<file path="src/rtl/final_fpga_mem_fill_check_if.sv">
`default_nettype none
// ============================================================================
//  Module      : final_fpga_mem_fill_check_if
//  Description : Avalon-MM word bus between the fill/check master and the
//                on-chip RAM slave port.
//  Revision    : 1.0 - initial release
// ============================================================================
interface final_fpga_mem_fill_check_if #(
    parameter int ADDR_W = 13,
    parameter int DATA_W = 32
);
    logic [ADDR_W-1:0]   m_address;
    logic                m_chipselect;
    logic                m_write;
    logic                m_read;
    logic [DATA_W-1:0]   m_writedata;
    logic [DATA_W/8-1:0] m_byteenable;
    logic [DATA_W-1:0]   m_readdata;
    logic                m_waitrequest;
    logic                m_readdatavalid;

    modport master (
        output m_address,
        output m_chipselect,
        output m_write,
        output m_read,
        output m_writedata,
        output m_byteenable,
        input  m_readdata,
        input  m_waitrequest,
        input  m_readdatavalid
    );

    modport slave (
        input  m_address,
        input  m_chipselect,
        input  m_write,
        input  m_read,
        input  m_writedata,
        input  m_byteenable,
        output m_readdata,
        output m_waitrequest,
        output m_readdatavalid
    );
endinterface
`default_nettype wire

</file>
<file path="src/rtl/final_fpga_mem_fill_check.sv">
`default_nettype none
// ============================================================================
//  Module      : final_fpga_mem_fill_check
//  Description : Avalon-MM master that fills a RAM word range with a
//                deterministic pattern and/or reads it back, counting
//                mismatches (saturating) and capturing the first bad address.
//                Build option FILL_LFSR_EN: pattern is a Galois LFSR sequence
//                instead of an incrementing count.
//  Revision    : 1.0 - initial release
// ============================================================================
module final_fpga_mem_fill_check #(
    parameter int ADDR_W = 13,
    parameter int DATA_W = 32,
    parameter int ERR_W  = 16
) (
    input  wire                 clk,
    input  wire                 reset,
    input  wire                 start,
    input  wire [1:0]           mode,
    input  wire [ADDR_W-1:0]    base_addr,
    input  wire [ADDR_W:0]      word_count,
    input  wire [DATA_W-1:0]    seed,
    output logic                busy,
    output logic                done,
    output logic [ERR_W-1:0]    error_count,
    output logic                first_err_valid,
    output logic [ADDR_W-1:0]   first_err_addr,
    final_fpga_mem_fill_check_if.master bus
);

    typedef enum logic [2:0] {
        S_IDLE    = 3'd0,
        S_WR      = 3'd1,
        S_RD_REQ  = 3'd2,
        S_RD_WAIT = 3'd3,
        S_FIN     = 3'd4
    } state_t;

    localparam logic [1:0] c_MODE_VERIFY      = 2'b01;
    localparam logic [1:0] c_MODE_FILL_VERIFY = 2'b10;

`ifdef FILL_LFSR_EN
    localparam logic [DATA_W-1:0] c_LFSR_POLY = DATA_W'(32'hA300_0000);
`endif

    // First pattern word for a given seed.
    function automatic logic [DATA_W-1:0] pat_first(input logic [DATA_W-1:0] s);
`ifdef FILL_LFSR_EN
        // An all-zero LFSR would lock up, so a zero seed starts at 1.
        pat_first = (s == '0) ? DATA_W'(1) : s;
`else
        pat_first = s;
`endif
    endfunction

    // Pattern word following p.
    function automatic logic [DATA_W-1:0] pat_next(input logic [DATA_W-1:0] p);
`ifdef FILL_LFSR_EN
        pat_next = (p >> 1) ^ (p[0] ? c_LFSR_POLY : '0);
`else
        pat_next = p + DATA_W'(1);
`endif
    endfunction

    state_t              state_q,           state_d;
    logic [1:0]          mode_q,            mode_d;
    logic [ADDR_W-1:0]   base_q,            base_d;
    logic [ADDR_W:0]     count_q,           count_d;
    logic [DATA_W-1:0]   seed_q,            seed_d;
    logic [ADDR_W:0]     idx_q,             idx_d;
    logic [DATA_W-1:0]   pat_q,             pat_d;
    logic                busy_q,            busy_d;
    logic                done_q,            done_d;
    logic [ERR_W-1:0]    error_count_q,     error_count_d;
    logic                first_err_valid_q, first_err_valid_d;
    logic [ADDR_W-1:0]   first_err_addr_q,  first_err_addr_d;
    logic [ADDR_W-1:0]   m_address_q,       m_address_d;
    logic                m_chipselect_q,    m_chipselect_d;
    logic                m_write_q,         m_write_d;
    logic                m_read_q,          m_read_d;
    logic [DATA_W-1:0]   m_writedata_q,     m_writedata_d;

    logic                rd_hit;
    logic [ADDR_W:0]     w_idx_inc;
    logic                w_last;
    logic [ADDR_W-1:0]   w_cur_addr;
    logic [ADDR_W-1:0]   w_addr_nxt;
    logic [DATA_W-1:0]   w_pat_nxt;
    logic                w_mismatch;
    logic [ERR_W-1:0]    w_err_inc;

    // Index/address arithmetic; addresses wrap naturally at ADDR_W bits.
    assign w_idx_inc  = idx_q + (ADDR_W+1)'(1);
    assign w_last     = (w_idx_inc == count_q);
    assign w_cur_addr = base_q + idx_q[ADDR_W-1:0];
    assign w_addr_nxt = base_q + w_idx_inc[ADDR_W-1:0];
    assign w_pat_nxt  = pat_next(pat_q);
    assign w_mismatch = (bus.m_readdata != pat_q);
    assign w_err_inc  = (error_count_q == {ERR_W{1'b1}}) ? error_count_q
                                                         : error_count_q + ERR_W'(1);

    // Next-state and next-output computation for the fill/verify sequencer.
    always_comb begin
        state_d           = state_q;
        mode_d            = mode_q;
        base_d            = base_q;
        count_d           = count_q;
        seed_d            = seed_q;
        idx_d             = idx_q;
        pat_d             = pat_q;
        busy_d            = busy_q;
        done_d            = 1'b0;
        error_count_d     = error_count_q;
        first_err_valid_d = first_err_valid_q;
        first_err_addr_d  = first_err_addr_q;
        m_address_d       = m_address_q;
        m_chipselect_d    = m_chipselect_q;
        m_write_d         = m_write_q;
        m_read_d          = m_read_q;
        m_writedata_d     = m_writedata_q;
        rd_hit            = 1'b0;

        case (state_q)
            S_IDLE: begin
                if (start) begin
                    mode_d            = mode;
                    base_d            = base_addr;
                    count_d           = word_count;
                    seed_d            = seed;
                    idx_d             = '0;
                    pat_d             = pat_first(seed);
                    error_count_d     = '0;
                    first_err_valid_d = 1'b0;
                    first_err_addr_d  = '0;
                    m_address_d       = base_addr;
                    m_writedata_d     = pat_first(seed);
                    if (word_count == '0) begin
                        state_d = S_FIN;
                        done_d  = 1'b1;
                    end else if (mode == c_MODE_VERIFY) begin
                        state_d        = S_RD_REQ;
                        busy_d         = 1'b1;
                        m_read_d       = 1'b1;
                        m_chipselect_d = 1'b1;
                    end else begin
                        // Reserved mode 11 falls through to a plain fill.
                        state_d        = S_WR;
                        busy_d         = 1'b1;
                        m_write_d      = 1'b1;
                        m_chipselect_d = 1'b1;
                    end
                end
            end

            S_WR: begin
                if (!bus.m_waitrequest) begin
                    if (w_last) begin
                        if (mode_q == c_MODE_FILL_VERIFY) begin
                            // Restart the pattern from the seed for the read-back pass.
                            state_d     = S_RD_REQ;
                            idx_d       = '0;
                            pat_d       = pat_first(seed_q);
                            m_address_d = base_q;
                            m_write_d   = 1'b0;
                            m_read_d    = 1'b1;
                        end else begin
                            state_d        = S_FIN;
                            busy_d         = 1'b0;
                            done_d         = 1'b1;
                            m_write_d      = 1'b0;
                            m_chipselect_d = 1'b0;
                        end
                    end else begin
                        idx_d         = w_idx_inc;
                        pat_d         = w_pat_nxt;
                        m_address_d   = w_addr_nxt;
                        m_writedata_d = w_pat_nxt;
                    end
                end
            end

            S_RD_REQ: begin
                if (!bus.m_waitrequest) begin
                    if (bus.m_readdatavalid) begin
                        // Zero-latency slave: data arrives with the acceptance.
                        rd_hit = 1'b1;
                    end else begin
                        state_d        = S_RD_WAIT;
                        m_read_d       = 1'b0;
                        m_chipselect_d = 1'b0;
                    end
                end
            end

            S_RD_WAIT: begin
                if (bus.m_readdatavalid) begin
                    rd_hit = 1'b1;
                end
            end

            S_FIN: begin
                state_d = S_IDLE;
            end

            default: begin
                state_d = S_IDLE;
            end
        endcase

        // Read data returned: score it and advance to the next word or finish.
        if (rd_hit) begin
            if (w_mismatch) begin
                error_count_d = w_err_inc;
                if (!first_err_valid_q) begin
                    first_err_valid_d = 1'b1;
                    first_err_addr_d  = w_cur_addr;
                end
            end
            if (w_last) begin
                state_d        = S_FIN;
                busy_d         = 1'b0;
                done_d         = 1'b1;
                m_read_d       = 1'b0;
                m_chipselect_d = 1'b0;
            end else begin
                state_d        = S_RD_REQ;
                idx_d          = w_idx_inc;
                pat_d          = w_pat_nxt;
                m_address_d    = w_addr_nxt;
                m_read_d       = 1'b1;
                m_chipselect_d = 1'b1;
            end
        end
    end

    // State and registered outputs; reset clears everything and aborts any operation.
    always_ff @(posedge clk) begin
        if (reset) begin
            state_q           <= S_IDLE;
            mode_q            <= '0;
            base_q            <= '0;
            count_q           <= '0;
            seed_q            <= '0;
            idx_q             <= '0;
            pat_q             <= '0;
            busy_q            <= 1'b0;
            done_q            <= 1'b0;
            error_count_q     <= '0;
            first_err_valid_q <= 1'b0;
            first_err_addr_q  <= '0;
            m_address_q       <= '0;
            m_chipselect_q    <= 1'b0;
            m_write_q         <= 1'b0;
            m_read_q          <= 1'b0;
            m_writedata_q     <= '0;
        end else begin
            state_q           <= state_d;
            mode_q            <= mode_d;
            base_q            <= base_d;
            count_q           <= count_d;
            seed_q            <= seed_d;
            idx_q             <= idx_d;
            pat_q             <= pat_d;
            busy_q            <= busy_d;
            done_q            <= done_d;
            error_count_q     <= error_count_d;
            first_err_valid_q <= first_err_valid_d;
            first_err_addr_q  <= first_err_addr_d;
            m_address_q       <= m_address_d;
            m_chipselect_q    <= m_chipselect_d;
            m_write_q         <= m_write_d;
            m_read_q          <= m_read_d;
            m_writedata_q     <= m_writedata_d;
        end
    end

    assign busy             = busy_q;
    assign done             = done_q;
    assign error_count      = error_count_q;
    assign first_err_valid  = first_err_valid_q;
    assign first_err_addr   = first_err_addr_q;
    assign bus.m_address    = m_address_q;
    assign bus.m_chipselect = m_chipselect_q;
    assign bus.m_write      = m_write_q;
    assign bus.m_read       = m_read_q;
    assign bus.m_writedata  = m_writedata_q;
    assign bus.m_byteenable = '1;

endmodule
`default_nettype wire

</file>
<file path="src/flat_wrapper.sv">
// flat-port wrapper written by rule: the top's interface ports become plain ports
module final_fpga_mem_fill_check_flat 
#(
    parameter int ADDR_W = 13,
    parameter int DATA_W = 32,
    parameter int ERR_W  = 16
)
  (clk, reset, start, mode, base_addr, word_count, seed, busy, done, error_count, first_err_valid, first_err_addr, bus_m_address, bus_m_chipselect, bus_m_write, bus_m_read, bus_m_writedata, bus_m_byteenable, bus_m_readdata, bus_m_waitrequest, bus_m_readdatavalid);
  final_fpga_mem_fill_check_if #(.ADDR_W(ADDR_W), .DATA_W(DATA_W)) bus_i ();
  input  wire clk;
  input  wire reset;
  input  wire start;
  input  wire [1:0] mode;
  input  wire [ADDR_W-1:0] base_addr;
  input  wire [ADDR_W:0] word_count;
  input  wire [DATA_W-1:0] seed;
  output logic busy;
  output logic done;
  output logic [ERR_W-1:0] error_count;
  output logic first_err_valid;
  output logic [ADDR_W-1:0] first_err_addr;
  output wire logic [$bits(bus_i.m_address)-1:0] bus_m_address;
  output wire logic [$bits(bus_i.m_chipselect)-1:0] bus_m_chipselect;
  output wire logic [$bits(bus_i.m_write)-1:0] bus_m_write;
  output wire logic [$bits(bus_i.m_read)-1:0] bus_m_read;
  output wire logic [$bits(bus_i.m_writedata)-1:0] bus_m_writedata;
  output wire logic [$bits(bus_i.m_byteenable)-1:0] bus_m_byteenable;
  input wire logic [$bits(bus_i.m_readdata)-1:0] bus_m_readdata;
  input wire logic [$bits(bus_i.m_waitrequest)-1:0] bus_m_waitrequest;
  input wire logic [$bits(bus_i.m_readdatavalid)-1:0] bus_m_readdatavalid;
  assign bus_m_address = bus_i.m_address;
  assign bus_m_chipselect = bus_i.m_chipselect;
  assign bus_m_write = bus_i.m_write;
  assign bus_m_read = bus_i.m_read;
  assign bus_m_writedata = bus_i.m_writedata;
  assign bus_m_byteenable = bus_i.m_byteenable;
  assign bus_i.m_readdata = bus_m_readdata;
  assign bus_i.m_waitrequest = bus_m_waitrequest;
  assign bus_i.m_readdatavalid = bus_m_readdatavalid;
  final_fpga_mem_fill_check #(.ADDR_W(ADDR_W), .DATA_W(DATA_W), .ERR_W(ERR_W)) u_core (.clk(clk), .reset(reset), .start(start), .mode(mode), .base_addr(base_addr), .word_count(word_count), .seed(seed), .busy(busy), .done(done), .error_count(error_count), .first_err_valid(first_err_valid), .first_err_addr(first_err_addr), .bus(bus_i));
endmodule
</file>
<file path="config.mk">
export PLATFORM = sky130hd
export DESIGN_NAME = final_fpga_mem_fill_check_flat
export DESIGN_NICKNAME = d
export VERILOG_FILES = /design/src/rtl/final_fpga_mem_fill_check_if.sv /design/src/rtl/final_fpga_mem_fill_check.sv /design/src/flat_wrapper.sv
export SDC_FILE = /design/constraint.sdc
export NUM_CORES = 1
export LEC_CHECK = 0
export ABC_CLOCK_PERIOD_IN_PS = 3750
export CORE_ASPECT_RATIO = 2
export CORE_MARGIN = 2
export CORE_UTILIZATION = 56
export DETAILED_ROUTE_END_ITERATION = 8
export MAX_ROUTING_LAYER = met4
export PLACE_DENSITY_LB_ADDON = 0.2
export SETUP_SLACK_MARGIN = 0.05
export SYNTH_ARGS = -nofsm -noshare
export SYNTH_HDL_FRONTEND = slang
export SYNTH_SLANG_ARGS = --single-unit
</file>
<file path="constraint.sdc">
create_clock -name clk -period 3.75 [get_ports clk]
set_clock_uncertainty 0.15 [all_clocks]
set_input_delay 0.75 -clock clk [delete_from_list [all_inputs] [get_ports clk]]
set_output_delay 0.75 -clock clk [all_outputs]
set_load 0.03 [all_outputs]
</file>
Word-level counts from Yosys, hierarchy flattened:

Index checks and enable logic that the tools add are counted.

* flip-flop bits (word level): 190
* input bits: 98
* output and inout port bits: 84
* logic and storage cells: 151

* add/sub/neg operators: 5
* equality and inequality tests: 25
* multiplexer cells: 94
* reduce and logical (&&, ||, !) cells: 10

Operator list (number)
* $mux 32: 9
* $mux 13: 11
* $pmux 32 s2: 2
* $mux 14: 6
* $mux 16: 5
* $mux 1: 42
* $add 32x1->32 const B: 1
* $ne 32x32->1: 1
* $pmux 14 s2: 1
* $mux 3: 9
* $add 13x13->13: 2
* $pmux 13 s2: 1
* $ne 3x2->1 const B: 6
* $add 16x1->16 const B: 1
* $eq 16x16->1 const B: 1
* $add 14x1->14 const B: 1
* $eq 14x14->1: 1
* $logic_not 14->1: 1
* $pmux 3 s4: 1
* $reduce_and 6->1: 2
* $ne 2x2->1 const B: 5
* $ne 3x1->1 const B: 3
* $reduce_and 9->1: 1
* $pmux 1 s2: 4
* 14 further kinds: 17

Depth between registers and ports, before layout:

* depth after elaboration: 7
* mapped depth: 15
* gate-level depth less buffers: 14

Least setup slack after synthesis:

OpenSTA, ideal clock, no wires.

* kind: flip-flop to flip-flop
* start point: register u_core.idx_q[0]
* end point: register u_core.m_address_q[12], in the netlist u_core.bus.m_address[12]
* arrival time: 3204 ps
* data required time: 3542 ps
* slack: 339 ps
* stages on the path, launching flop included: 13
* clock period less this slack: 3411 ps
* cells stage by stage: dfxtp_1 > ha_1 > xor2_1 > ha_1 > nor2b_1 > o31a_1 > o211ai_1 > a21oi_1 > a2111oi_0 > a21oi_1 > or3_1 > a21oi_1 > a211o_1

* word-level cells in the longest chain between the ends: 7
* elaborated cells on any way between the ends: 8

Ends and longest elaborated chain
* start, declared: line final_fpga_mem_fill_check.sv:70 `logic [ADDR_W:0] idx_q, idx_d;`
* start signal, assigned: line final_fpga_mem_fill_check.sv:262 `idx_q <= idx_d;`
* $add 14x1->14 *: line final_fpga_mem_fill_check.sv:93 `assign w_idx_inc = idx_q + (ADDR_W+1)'(1);`
* $add 13x13->13 / $eq 14x14->1 (equally long branches): line final_fpga_mem_fill_check.sv:96, final_fpga_mem_fill_check.sv:94
* $mux 13: line final_fpga_mem_fill_check.sv:157 `if (w_last) begin`
* $mux 13: line final_fpga_mem_fill_check.sv:156 `if (!bus.m_waitrequest) begin`
* $pmux 13 s2: line final_fpga_mem_fill_check.sv:123 `case (state_q)`
* $mux 13: line final_fpga_mem_fill_check.sv:219 `if (w_last) begin`
* $mux 13 *: line final_fpga_mem_fill_check.sv:211 `if (rd_hit) begin`
* end signal, assigned: line final_fpga_mem_fill_check.sv:269 `m_address_q <= m_address_d;`
* end, declared: line final_fpga_mem_fill_check.sv:77 `logic [ADDR_W-1:0] m_address_q, m_address_d;`

Mark *: on every way between the ends. The rest lies on a longest branch, timed or not.
A chain may end at the register's enable or synchronous reset.

Worst setup path after layout:

Same ends and word-level chain as after synthesis.

==> results.toml <==
[status]
outcome = "finished with violations"
violations = "design-rule violations"

[timing]
setup_ws_ns = 0.254
setup_violations = 0
hold_viol = 0
tns_ns = 0
timing.final.crit_share_pct = 93.2
rsz0062_at_grt = "no"
worst_slew_pin_slew_ns = 0.860
fmax_mhz = 286
drv_slew = 0
slew_headroom_pct = 42.5
holdWs_ns = 0.300
finalCriticalPeriod_ns = 3.50

[logic_synthesis]
yosysTopAreaCell = "dfxtp_1"
synth.avg_cell_area_sq_um = 7.36
synthTopCellsByCount = "nand2_1 (342), a21oi_1 (202), dfxtp_1 (190), nor2_1 (106), clkbuf_1 (87)"
synth.distinct_cells = 85
synthTopCellsByArea = "dfxtp_1 (31%), nand2_1 (10%), a21oi_1 (8.2%), xor2_1 (5.1%), nor2_1 (3.2%)"
netlist_area_sq_mm = 0.0123
seq_area_frac_synth_pct = 31.0
async_flop_share_pct = 0
synth_seq_cells = 190
synth_ff_type = "dfxtp_1"
synth_edf_count = 0
ys_warn_count = 0
yosysTopAreaCellShare_pct = 31.0
synth.most_common_cell = "nand2_1"
syn_inst = 1667

[worst_setup_path]
crit_start = "u_core.idx_q[0]"
r2r-start = "u_core.idx_q[0]"
critPathCaptureType = "flop"
crit_fanout = 6
cp-start-kind = "flop"
crit_type = "reg2reg"
cp.arrival_ns = 3.76
required_ns = 4.01

[die]
fp.coreArea_sq_mm = 0.0215
die_y_um = 213
initial_core_util_pct = 57.1
rows = 76
ios = 182
die_w_um = 109
die_area_sq_mm = 0.0232

[power_and_ir_drop]
pwr-share-clk_pct = 18.7
p_seq_share_pct = 31.6
p_per_area_mw_per_mm2 = 623
sw_frac_of_total_pct = 45.7
ir_drop_v = 0.000409
comb_power_share_pct = 49.7
leakagePower_uw = 0.00546
switchingPower_uw = 4270
intPower_uw = 5060

[placement]
place_ws_ns = 0.275
place_congestion = 1.02
dp.cells = 2063
dp_hpwl_mm = 33.6
io_buffers = 177

[cells_and_area]
stdcell_count = 2095
final_nets = 1937
drive_gt1_share_pct = 9.17
syn2layout_area_growth_pct = 22.1
area.sequential_sq_mm = 0.00380
nFillCells = 1871
antenna-diode-count = 0
multi_input_area_sq_mm = 0.00775

[cts]
root_buffer = "clkbuf_16"
h-tree-depth = 4
cts_hold_buffers = 0
clock_path_buffers = 2
clk_pin_slew_ns = 0.08
numCtsBuffers = 17
post_cts_resized = 0
cts_setup_buffers = 0
clk-insertion-delay-late_ns = 0.46
clock_sink_count = 190
cts_tree = "yes"

[route]
wl_per_cell_um = 21.8
routed_wl_mm = 45.6
num_vias = 13500
ant_nets = 0
drt-pass1-iter-count = 9
viasPerCell = 6.42
route.detailed.drc = 1
drt-initial-drc-count = 1052

[flow_run]
drv_cap = 0

[global_route]
grt.total_usage_pct = 41.0
grt_max_degree = 71
antenna_found_initial = 0
grt_overflow = 0
grt_pass1_vias = 13000
grt_pass1_wl_mm = 69.9

[hold_path]
hp-class = "reg2reg"
hold_path_startpoint = "u_core.bus.m_writedata[7]"
power by group through the flow:
stage | Combinational, uW | Clock (uW) | Sequential, uW
after floorplan | 2680 | 0 | 3120
after global placement | 4460 | 0 | 2950
after detailed placement | 4530 | 0 | 2960
after CTS | 4550 | 1760 | 2920
after global routing | 4960 | 1840 | 2980
final | 4640 | 1750 | 2940
registers in the layout, summed over array words and instances (netlist names), 2 cells and up:
register,flops
u_core.idx_q,14
u_core.seed_q,32
u_core.base_q,13
u_core.bus.m_address,13
u_core.error_count,16
u_core.mode_q,2
u_core.first_err_addr,13
u_core.pat_q,32
u_core.state_q,3
u_core.count_q,14
u_core.bus.m_writedata,32
final cells by class:
cell class | instances | area share (%)
clock buffer | 21 | 3.08
clock inverter | 11 | 0.560
inverter | 32 | 0.803
multi-input combinational | 1314 | 51.8
sequential | 190 | 25.4
tap | 273 | 2.28
timing repair buffer | 254 | 16.1
final timing paths:
kind | end | slack [ns] | cells past startpoint
max | u_core.bus.m_address[12] | 0.25 | 13
min | u_core.bus.m_writedata[7] | 0.30 | 2
max reg2reg | u_core.bus.m_address[12] | 0.25 | 13
min reg2reg | u_core.bus.m_writedata[7] | 0.30 | 2
worst max-delay path, cell delays in order, from the launching register on:
cell       delay [ns]
dfxtp_1          0.41
ha_2             0.27
xor2_1           0.25
ha_1             0.32
nor2b_1          0.16
o31a_1           0.28
o211ai_1         0.21
a21oi_1          0.11
a2111oi_1        0.40
buf_4            0.19
a21oi_1          0.07
or3_1            0.34
a21oi_1          0.14
a211o_1          0.14
through the flow:
step	cell area [sq um]	utilization [%]	power [uW]
3_3_place_gp	14400	67.1	7400
4_1_cts	15000	69.6	9230
2_1_floorplan	12300	-	5800
3_5_place_dp	14400	67.1	7490
5_1_grt	15000	69.6	9780
6_report	15000	69.6	9330
cell families after synthesis:
kind of cell / share of synthesized area, %
mux: 1.18
buf+inv: 6.11
compound gates: 24.4
simple gates: 26.6
xor+xnor: 7.43
flops: 31.0
fa+ha+maj: 3.18
other cells: 0.0306
layout by cell type (no fill, tap or decap), types with 5 or more instances in the layout:
cell               n
clkbuf_16         17
or3_1             12
nor2b_1           19
o32ai_1            5
a2111oi_2          5
o31ai_1            6
a221oi_1          12
nor3_1            44
a211oi_1          23
nand2b_1           9
xor2_1            71
mux2i_1           13
xnor2_1           33
nor4_1            16
or4_1              5
buf_12             5
nand2_1          341
o211ai_1          39
dfxtp_1          190
ha_1              27
or2_2             11
nand4_1           19
a21oi_1          201
a21oi_2            5
and3_1            18
o21a_1            10
a31oi_1           30
clkdlybuf4s50_1  176
buf_4             73
o21ai_0           48
o31a_1            18
nor2_1           104
a21o_1             9
a21boi_0           6
nand3_1           67
inv_1             31
layer usage:
| metal | up-vias | share of wire (%) | GRT usage, % |
|---|---|---|---|
| met3 | 273 | 7.3 | 7.81 |
| met5 | - | 0 | - |
| met4 | 0 | 8.8 | 31.3 |
| li1 | 6173 | - | - |
| met2 | 769 | 51 | 69.6 |
| met1 | 6242 | 32 | 40.5 |
(Power assumes the default switching activity.)
